===== config.mk =====
export PLATFORM = sky130hd
export DESIGN_NAME = blue_motion
export DESIGN_NICKNAME = d
export VERILOG_FILES = /design/src/rtl/game_pkg.sv /design/src/rtl/tick_gen.sv /design/src/rtl/blue_motion.sv
export SDC_FILE = /design/constraint.sdc
export NUM_CORES = 1
export LEC_CHECK = 0
export BUFFER_PORTS_ARGS = -buffer_cell sky130_fd_sc_hd__buf_2
export CORE_MARGIN = 5
export CORE_UTILIZATION = 40
export DETAILED_ROUTE_END_ITERATION = 10
export HOLD_SLACK_MARGIN = 0.12
export PLACE_DENSITY_LB_ADDON = 0.05
export RECOVER_POWER = 25
export SLEW_MARGIN = 5
export SYNTH_ARGS = -nofsm -noshare
export SYNTH_HDL_FRONTEND = slang
export SYNTH_SLANG_ARGS = --single-unit
export TNS_END_PERCENT = 5

===== constraint.sdc =====
create_clock -name clk -period 7.4 [get_ports clk]
set_clock_uncertainty 0.2 [all_clocks]
set_input_delay 2.22 -clock clk [delete_from_list [all_inputs] [get_ports clk]]
set_output_delay 2.22 -clock clk [all_outputs]
set_load 0.005 [all_outputs]

===== src/rtl/game_pkg.sv =====
// Shared game definitions: player state encoding, screen and sprite sizes.
package game_pkg;

    typedef enum logic [1:0] {
        ST_IDLE = 2'd0,
        ST_RISE = 2'd1,
        ST_FALL = 2'd2,
        ST_FROZ = 2'd3
    } motion_state_t;

    localparam int SCR_W  = 640;
    localparam int SCR_H  = 480;
    localparam int BLUE_W = 24;
    localparam int BLUE_H = 41;

endpackage


===== src/rtl/tick_gen.sv =====
// Game tick generator: a one-cycle pulse every TICK_DIV clock cycles.
// Shared by the player motion, the slime patrol and the unfreeze timer.
module tick_gen #(
    parameter int TICK_DIV = 1000000
) (
    input  logic clk,
    input  logic rst_n,
    output logic tick
);

    localparam logic [19:0] LAST = 20'(TICK_DIV - 1);

    logic [19:0] count;

    // Free-running divider counting 0..TICK_DIV-1, restarting from 0 on reset
    always_ff @(posedge clk) begin
        if (!rst_n) begin
            count <= '0;
        end else if (count == LAST) begin
            count <= '0;
        end else begin
            count <= count + 20'd1;
        end
    end

    assign tick = (count == LAST);

endmodule


===== src/rtl/blue_motion.sv =====
// Blue player position and physics: walking, fixed-arc jump with integer
// gravity, floor landing, and a lock-in-place mode while frozen by a slime.
module blue_motion
    import game_pkg::*;
#(
    parameter int         TICK_DIV = 1000000,
    parameter logic [9:0] X_INIT   = 10'd40,
    parameter logic [9:0] X_MAX    = 10'd616,
    parameter logic [8:0] FLOOR_Y  = 9'd400,
    parameter logic [9:0] STEP_X   = 10'd2,
    parameter logic [4:0] JUMP_V   = 5'd12,
    parameter logic [4:0] V_MAX    = 5'd12
) (
    input  logic       clk,
    input  logic       rst_n,
    input  logic       key_left,
    input  logic       key_right,
    input  logic       key_jump,
    input  logic       frozen,
    output logic [9:0] x_blue,
    output logic [8:0] y_blue,
    output logic       airborne,
    output logic [1:0] state_o
);

    motion_state_t state;
    logic [4:0]    vy;
    logic          tick;
    logic [10:0]   x_right;
    logic [9:0]    x_next;
    logic [9:0]    y_fall_sum;
    logic [4:0]    vy_inc;

    tick_gen #(.TICK_DIV(TICK_DIV)) u_tick (
        .clk   (clk),
        .rst_n (rst_n),
        .tick  (tick)
    );

    assign x_right    = {1'b0, x_blue} + {1'b0, STEP_X};
    assign y_fall_sum = {1'b0, y_blue} + {5'd0, vy};
    assign vy_inc     = (vy >= V_MAX) ? V_MAX : vy + 5'd1;

    // Next horizontal position, clamped to the screen edges; opposing keys cancel
    always_comb begin
        x_next = x_blue;
        if (key_left && !key_right) begin
            x_next = (x_blue < STEP_X) ? 10'd0 : x_blue - STEP_X;
        end else if (key_right && !key_left) begin
            x_next = (x_right > {1'b0, X_MAX}) ? X_MAX : x_right[9:0];
        end
    end

    // Motion FSM: freeze overrides everything, thaw is immediate, physics steps on ticks
    always_ff @(posedge clk) begin
        if (!rst_n) begin
            state    <= ST_IDLE;
            x_blue   <= X_INIT;
            y_blue   <= FLOOR_Y;
            vy       <= 5'd0;
            airborne <= 1'b0;
        end else if (frozen) begin
            state    <= ST_FROZ;
            airborne <= 1'b0;
        end else if (state == ST_FROZ) begin
            if (y_blue == FLOOR_Y) begin
                state    <= ST_IDLE;
                airborne <= 1'b0;
            end else begin
                state    <= ST_FALL;
                vy       <= 5'd0;
                airborne <= 1'b1;
            end
        end else if (tick) begin
            x_blue <= x_next;
            case (state)
                ST_IDLE: begin
                    if (key_jump) begin
                        state    <= ST_RISE;
                        vy       <= JUMP_V;
                        airborne <= 1'b1;
                    end
                end
                ST_RISE: begin
                    if (y_blue < {4'd0, vy}) begin
                        y_blue <= 9'd0;
                        vy     <= 5'd0;
                        state  <= ST_FALL;
                    end else begin
                        y_blue <= y_blue - {4'd0, vy};
                        vy     <= vy - 5'd1;
                        if (vy == 5'd1) begin
                            state <= ST_FALL;
                        end
                    end
                end
                ST_FALL: begin
                    if (y_fall_sum >= {1'b0, FLOOR_Y}) begin
                        y_blue   <= FLOOR_Y;
                        vy       <= 5'd0;
                        state    <= ST_IDLE;
                        airborne <= 1'b0;
                    end else begin
                        y_blue <= y_fall_sum[8:0];
                        vy     <= vy_inc;
                    end
                end
                default: begin
                end
            endcase
        end
    end

    assign state_o = state;

endmodule

==> results of run 1 <==
## synthesized netlist by cell type, types with 6 or more instances
master	n	area share [%]
or3_1	10	1.7
nand2_1	43	4.3
nand3_1	17	2.3
o21a_1	7	1.4
buf_2	7	0.93
inv_1	25	2.5
a31oi_1	7	1.2
a21oi_1	24	3.2
nand4_1	12	2.0
clkbuf_1	15	1.5
nor2b_1	9	1.5
xor2_1	10	2.3
nor4_1	6	1.0
xnor2_1	13	3.0
and3_1	6	1.0
o21ai_0	25	3.3
dfxtp_1	46	25
nor2_1	57	5.7
nor3_1	18	2.4
ha_1	23	7.7
## final timing paths
check	from	endpoint	slack, ns
min	u_tick.count[0]	u_tick.count[0]	0.25
min reg2reg	u_tick.count[0]	u_tick.count[0]	0.25
max reg2reg	vy[4]	y_blue[0]	3.75
max	rst_n	u_tick.count[17]	3.17
## flip-flops by register name, indices dropped and copies added, names as in the netlist
| signal | count |
|---|---|
| vy | 5 |
| y_blue | 9 |
| x_blue | 9 |
| state_o | 2 |
| u_tick.count | 20 |
| airborne | 1 |
## through the flow
stage | util (%) | hold slack [ns] | area (sq um) | std cells
CTS | 43.3 | 0.258 | 3990 | 609
detailed placement | 42.3 | 0.235 | 3890 | 601
finish | 43.3 | 0.254 | 3980 | 609
global placement | 42.3 | 0.229 | 3890 | 601
global route | 43.3 | 0.281 | 3980 | 609
floorplan | - | 0.218 | 3750 | 490
## cells by family after synthesis
kind of cell               after synthesis  synth area share (%)
DFF                                     46                  24.5
buffers and inverters                   53                  6.34
other                                    1                 0.100
AOI/OAI and AO/OA                      122                  23.0
adders and majority gates               25                  8.74
xor gates and xnor gates                23                  5.37
and+or+nand+nor                        217                  31.0
muxes                                    3                 0.834
## layer usage
| layer | part of all wire (%) | vias up |
|---|---|---|
| met5 | 0 | - |
| met4 | 0.93 | 0 |
| met1 | 52 | 1624 |
| li1 | - | 1797 |
| met2 | 43 | 58 |
| met3 | 3.5 | 8 |
## where the power goes
part / switching, mW / internal, mW
registers: 0.00424 / 0.251
clock network: 0.102 / 0.0686
logic: 0.0320 / 0.0178
## cell type report
class                           count  area (sq um)
Sequential cell                    46           921
Inverter                           25          93.8
Tap cell                          111           139
Fill cell                         983          5220
Multi-Input combinational cell    391          2590
Timing Repair Buffer               28           139
Clock buffer                        5          68.8
Clock inverter                      3          25.0
==> impl_metrics.env, run 1 <==
export IMPL_status="finished, final reports clean"
export IMPL_design_die_area_sq_mm=0.0114
export IMPL_htreeDepth=2
export IMPL_finalPower_mw=0.475
export IMPL_postSynthRegisterBits=46
export IMPL_total_routed_wirelength_um=9760
export IMPL_cts_tree="done"
export IMPL_timing_setup_critical_path_class="in2reg"
export IMPL_postCtsSetupRepairBufs=0
export IMPL_critPathMaxFanout=30
export IMPL_required_ns=7.43
export IMPL_ratio_of_cells_with_drive_above_1_in_the_final_layout_pct=9.64
export IMPL_synth_area_sq_mm=0.00375
export IMPL_placement_rows=35
export IMPL_postSynthNetCount=521
export IMPL_grt_busiest_layer="met2"
export IMPL_global_route_usage_met3_pct=2.53
export IMPL_number_of_buffers_inserted_for_hold_repair_after_clock_tree_synthesis=0
export IMPL_detailroute_via_count=3487
export IMPL_detailedPlacementHpwl_um=7090
export IMPL_post_route_min_period_ns=4.23
export IMPL_grt_start_max_net_pins=31
export IMPL_max_slew_worst_pin_slew_ns=1.33
export IMPL_cts_repair_resize_count=0
export IMPL_worstSkewPairLatency_ns=0.31
export IMPL_portBuffers=26
export IMPL_first_iter_violations=150
export IMPL_clock_tree_root_cell="clkbuf_8"
export IMPL_setup_tns_ns=0
export IMPL_crit_path_slowest_cell="clkbuf_1"
export IMPL_syn_to_final_growth_pct=6.07
export IMPL_fp_coreArea_sq_mm=0.00920
export IMPL_worst_slack_ns=3.17
export IMPL_ant_nets=0
export IMPL_total_clock_buffers_created_by_cts=5
export IMPL_drt_drc_violations_left=0
export IMPL_peak_freq_mhz=236
export IMPL_number_of_distinct_library_cells_after_synthesis=79
export IMPL_met1_usage_pct=25.3
export IMPL_startpoint_type="input port"
export IMPL_finalSetupViolCount=0
export IMPL_asyncSetResetFlopFracSynth_pct=0
export IMPL_synth_main_ff_cell="dfxtp_1"
export IMPL_avgRoutedWirePerCell_um=16.0
export IMPL_synthesis_instances=490
export IMPL_clk_pin_slew_ns=0.10
export IMPL_grtUsageMet2_pct=27.1
export IMPL_ios=28
export IMPL_leakage_power_nw=1.44
export IMPL_vdd_drop_max_mv=0.0742
export IMPL_post_synth_edffs=0
export IMPL_antenna_violations_before_repair=0
export IMPL_total_number_of_nets_in_the_final_design=528
export IMPL_hold_viol=0
export IMPL_unrepaired_setup_endpoints_after_global_routing="false"
export IMPL_most_common_library_cell_in_the_layout_ignoring_fill_and_taps="nor2_1"
export IMPL_max_cap_viol_count=0
export IMPL_clkSinkCount=46
export IMPL_firstDrtPassIters=5
export IMPL_floorplan_initialDensity_pct=40.8
export IMPL_cts_max_path_buffers=2
export IMPL_critical_path_top_delay_family="buffers and inverters"
export IMPL_hold_path_class="reg2reg"
export IMPL_drt_vias_per_instance=5.73
export IMPL_floorplan_die_width_um=107
export IMPL_grt_pass1_wl_um=16100
export IMPL_num_antenna_cells=0
export IMPL_r2r_cells=10
export IMPL_hold_path_cell_count=1
export IMPL_ys_warnings_count=0
export IMPL_max_stage_delay_ns=0.95
export IMPL_grt_use_total_pct=17.2
export IMPL_final_period_utilization_pct=57.2
export IMPL_worstPathArrival_ns=4.26
export IMPL_critical_path_n_buffers_inverters=1
export IMPL_gp_routability_congestion=0.815
export IMPL_power_density_mw_per_mm2=119
export IMPL_most_common_layout_cells="nor2_1, dfxtp_1, nand2_1, inv_1, o21ai_0"
export IMPL_crit_chain="clkbuf_1 -> nand2_1 -> a21oi_1"
export IMPL_seq_area_frac_synth_pct=24.5
export IMPL_final_max_slew_violation_count=0
export IMPL_overall_die_height_um=107
export IMPL_first_global_vias=3149
export IMPL_dp_worst_setup_slack_ns=3.17
export IMPL_synthesis_area_per_instance_sq_um=7.66
export IMPL_timing_critical_path_depth=3
export IMPL_timing_max_slew_rel_slack_pct=11.1
export IMPL_crit_path_capture_type="flip-flop"
export IMPL_globalRouteOverflowTotal=0
Note: power is estimated with default switching activity, not from simulation.
==> run 2: changes to the inputs <==
Clock period 7.4 ns to 3.7 ns, I/O delays scaled along.
==> run 2 against run 1 <==
  * Total power increased by 120%
  * Utilization increased by 0.87 points
  * Largest cell class unchanged
  * Highest routed layer unchanged
  * First-iteration DRC count down 33%
  * Final area is 2.0% higher
  * Critical path type is now reg2reg
  * Critical path depth is 7 higher
==> impl_metrics.env, run 2 (same netlist as run 1, synthesis figures left out) <==
export IMPL_overall_die_height_um=107
export IMPL_reg_largest_list="u_tick.count (20), x_blue (9), y_blue (9)"
export IMPL_floorplan_die_width_um=107
export IMPL_largest_register_ffs=20
export IMPL_drt_vias_per_instance=5.82
export IMPL_detailedPlacementHpwl_um=7320
export IMPL_vdd_drop_max_mv=0.133
export IMPL_globalRouteOverflowTotal=0
export IMPL_status="finished, final reports clean"
export IMPL_worst_slack_ns=0.227
export IMPL_largest_register="u_tick.count"
export IMPL_worst_r2r_src="vy[1]"
export IMPL_leakage_power_nw=1.50
export IMPL_cts_repair_resize_count=0
export IMPL_peak_freq_mhz=288
export IMPL_startpoint_type="flip-flop"
export IMPL_timing_max_slew_rel_slack_pct=54.1
export IMPL_dp_worst_setup_slack_ns=0.273
export IMPL_max_cap_viol_count=0
export IMPL_reg2reg_setup_slack_ns=0.23
export IMPL_total_clock_buffers_created_by_cts=5
export IMPL_final_design_area_no_fill_sq_mm=0.00406
export IMPL_most_common_layout_cells="nor2_1, dfxtp_1, nand2_1, inv_1, o21ai_0"
export IMPL_cts_tree="done"
export IMPL_most_common_library_cell_in_the_layout_ignoring_fill_and_taps="nor2_1"
export IMPL_total_number_of_nets_in_the_final_design=537
export IMPL_clk_pin_slew_ns=0.10
export IMPL_critical_path_startpoint="vy[1]"
export IMPL_crit_path_capture_type="flip-flop"
export IMPL_detailroute_via_count=3595
export IMPL_grt_use_total_pct=17.8
export IMPL_syn_to_final_growth_pct=8.21
export IMPL_postCtsSetupRepairBufs=0
export IMPL_clock_tree_root_cell="clkbuf_8"
export IMPL_num_antenna_cells=0
export IMPL_design_die_area_sq_mm=0.0114
export IMPL_first_global_vias=3288
export IMPL_htreeDepth=2
export IMPL_grt_pass1_wl_um=16800
export IMPL_final_core_utilization_pct=44.1
export IMPL_worstPathArrival_ns=3.48
export IMPL_power_density_mw_per_mm2=252
export IMPL_finalSetupViolCount=0
export IMPL_max_slew_worst_pin_slew_ns=0.683
export IMPL_number_of_buffers_inserted_for_hold_repair_after_clock_tree_synthesis=0
export IMPL_crit_path_end="vy[1]"
export IMPL_worstSkewPairLatency_ns=0.31
export IMPL_ios=28
export IMPL_unrepaired_setup_endpoints_after_global_routing="false"
export IMPL_cts_max_path_buffers=2
export IMPL_timing_setup_critical_path_class="reg2reg"
export IMPL_clkSinkCount=46
export IMPL_antenna_violations_before_repair=0
export IMPL_floorplan_initialDensity_pct=40.8
export IMPL_final_max_slew_violation_count=0
export IMPL_grt_start_max_net_pins=20
export IMPL_post_route_min_period_ns=3.47
export IMPL_finalPower_mw=1.02
export IMPL_firstDrtPassIters=4
export IMPL_setup_tns_ns=0
export IMPL_critPathMaxFanout=8
export IMPL_r2r_end="vy[1]"
export IMPL_ratio_of_cells_with_drive_above_1_in_the_final_layout_pct=11.0
export IMPL_final_period_utilization_pct=93.9
export IMPL_r2r_cells=10
export IMPL_gp_routability_congestion=0.898
export IMPL_total_routed_wirelength_um=10000
export IMPL_hold_path_class="reg2reg"
export IMPL_avgRoutedWirePerCell_um=16.2
export IMPL_placedInstanceArea_sq_mm=0.00396
export IMPL_required_ns=3.71
export IMPL_drt_drc_violations_left=0
export IMPL_portBuffers=26
export IMPL_placement_rows=35
export IMPL_hold_viol=0
export IMPL_ant_nets=0
export IMPL_first_iter_violations=100
export IMPL_fp_coreArea_sq_mm=0.00920
run 2: critical path: stages, from the launching register on:
cell and delay, ns:
dfxtp_1 0.45, inv_1 0.17, fa_1 0.48, or3_4 0.42, a31oi_1 0.27, o2111ai_1 0.16, xor2_1 0.21, o31ai_2 0.42
buf_4 0.26, a211oi_1 0.08, a41o_1 0.25
run 2: power by group:
part | internal, mW | total, mW | switching (mW)
Combinational | 0.0390 | 0.106 | 0.0669
Sequential | 0.501 | 0.510 | 0.00846
Clock | 0.203 | 0.408 | 0.204
Total | 0.744 | 1.02 | 0.280
run 2: cell type report:
| type | count | area [sq um] |
|---|---|---|
| clock buffers | 5 | 68.8 |
| clock inverters | 3 | 43.8 |
| flip-flops and latches | 46 | 921 |
| repair buffers | 37 | 204 |
| multi-input cells | 391 | 2590 |
| inverters | 25 | 93.8 |
| well taps | 111 | 139 |
| fillers | 946 | 5140 |
run 2: worst min path at each step:
stage / start / to / cells after the start / slack (ns)
2_1_floorplan: u_tick.count[0] / u_tick.count[0] / 1 / 0.22
3_3_place_gp: u_tick.count[0] / u_tick.count[0] / 1 / 0.24
3_5_place_dp: u_tick.count[0] / u_tick.count[0] / 1 / 0.24
4_1_cts: u_tick.count[0] / u_tick.count[0] / 1 / 0.26
5_1_grt: u_tick.count[0] / u_tick.count[0] / 1 / 0.29
6_report: u_tick.count[0] / u_tick.count[0] / 1 / 0.26
run 2: stage by stage:
stage	instances	hold slack (ns)
global placement	610	0.238
global route	618	0.290
CTS	618	0.262
finish	618	0.257
detailed placement	610	0.238
floorplan	490	0.218
run 2: layer usage:
| layer | vias to the layer above | GRT usage [%] | wire length [um] |
|---|---|---|---|
| met3 | 8 | 2.53 | 442 |
| met4 | 0 | 4.02 | 108 |
| met2 | 79 | 26.3 | 4300 |
| li1 | 1814 | - | - |
| met5 | - | 0 | 0 |
| met1 | 1694 | 27.1 | 5170 |
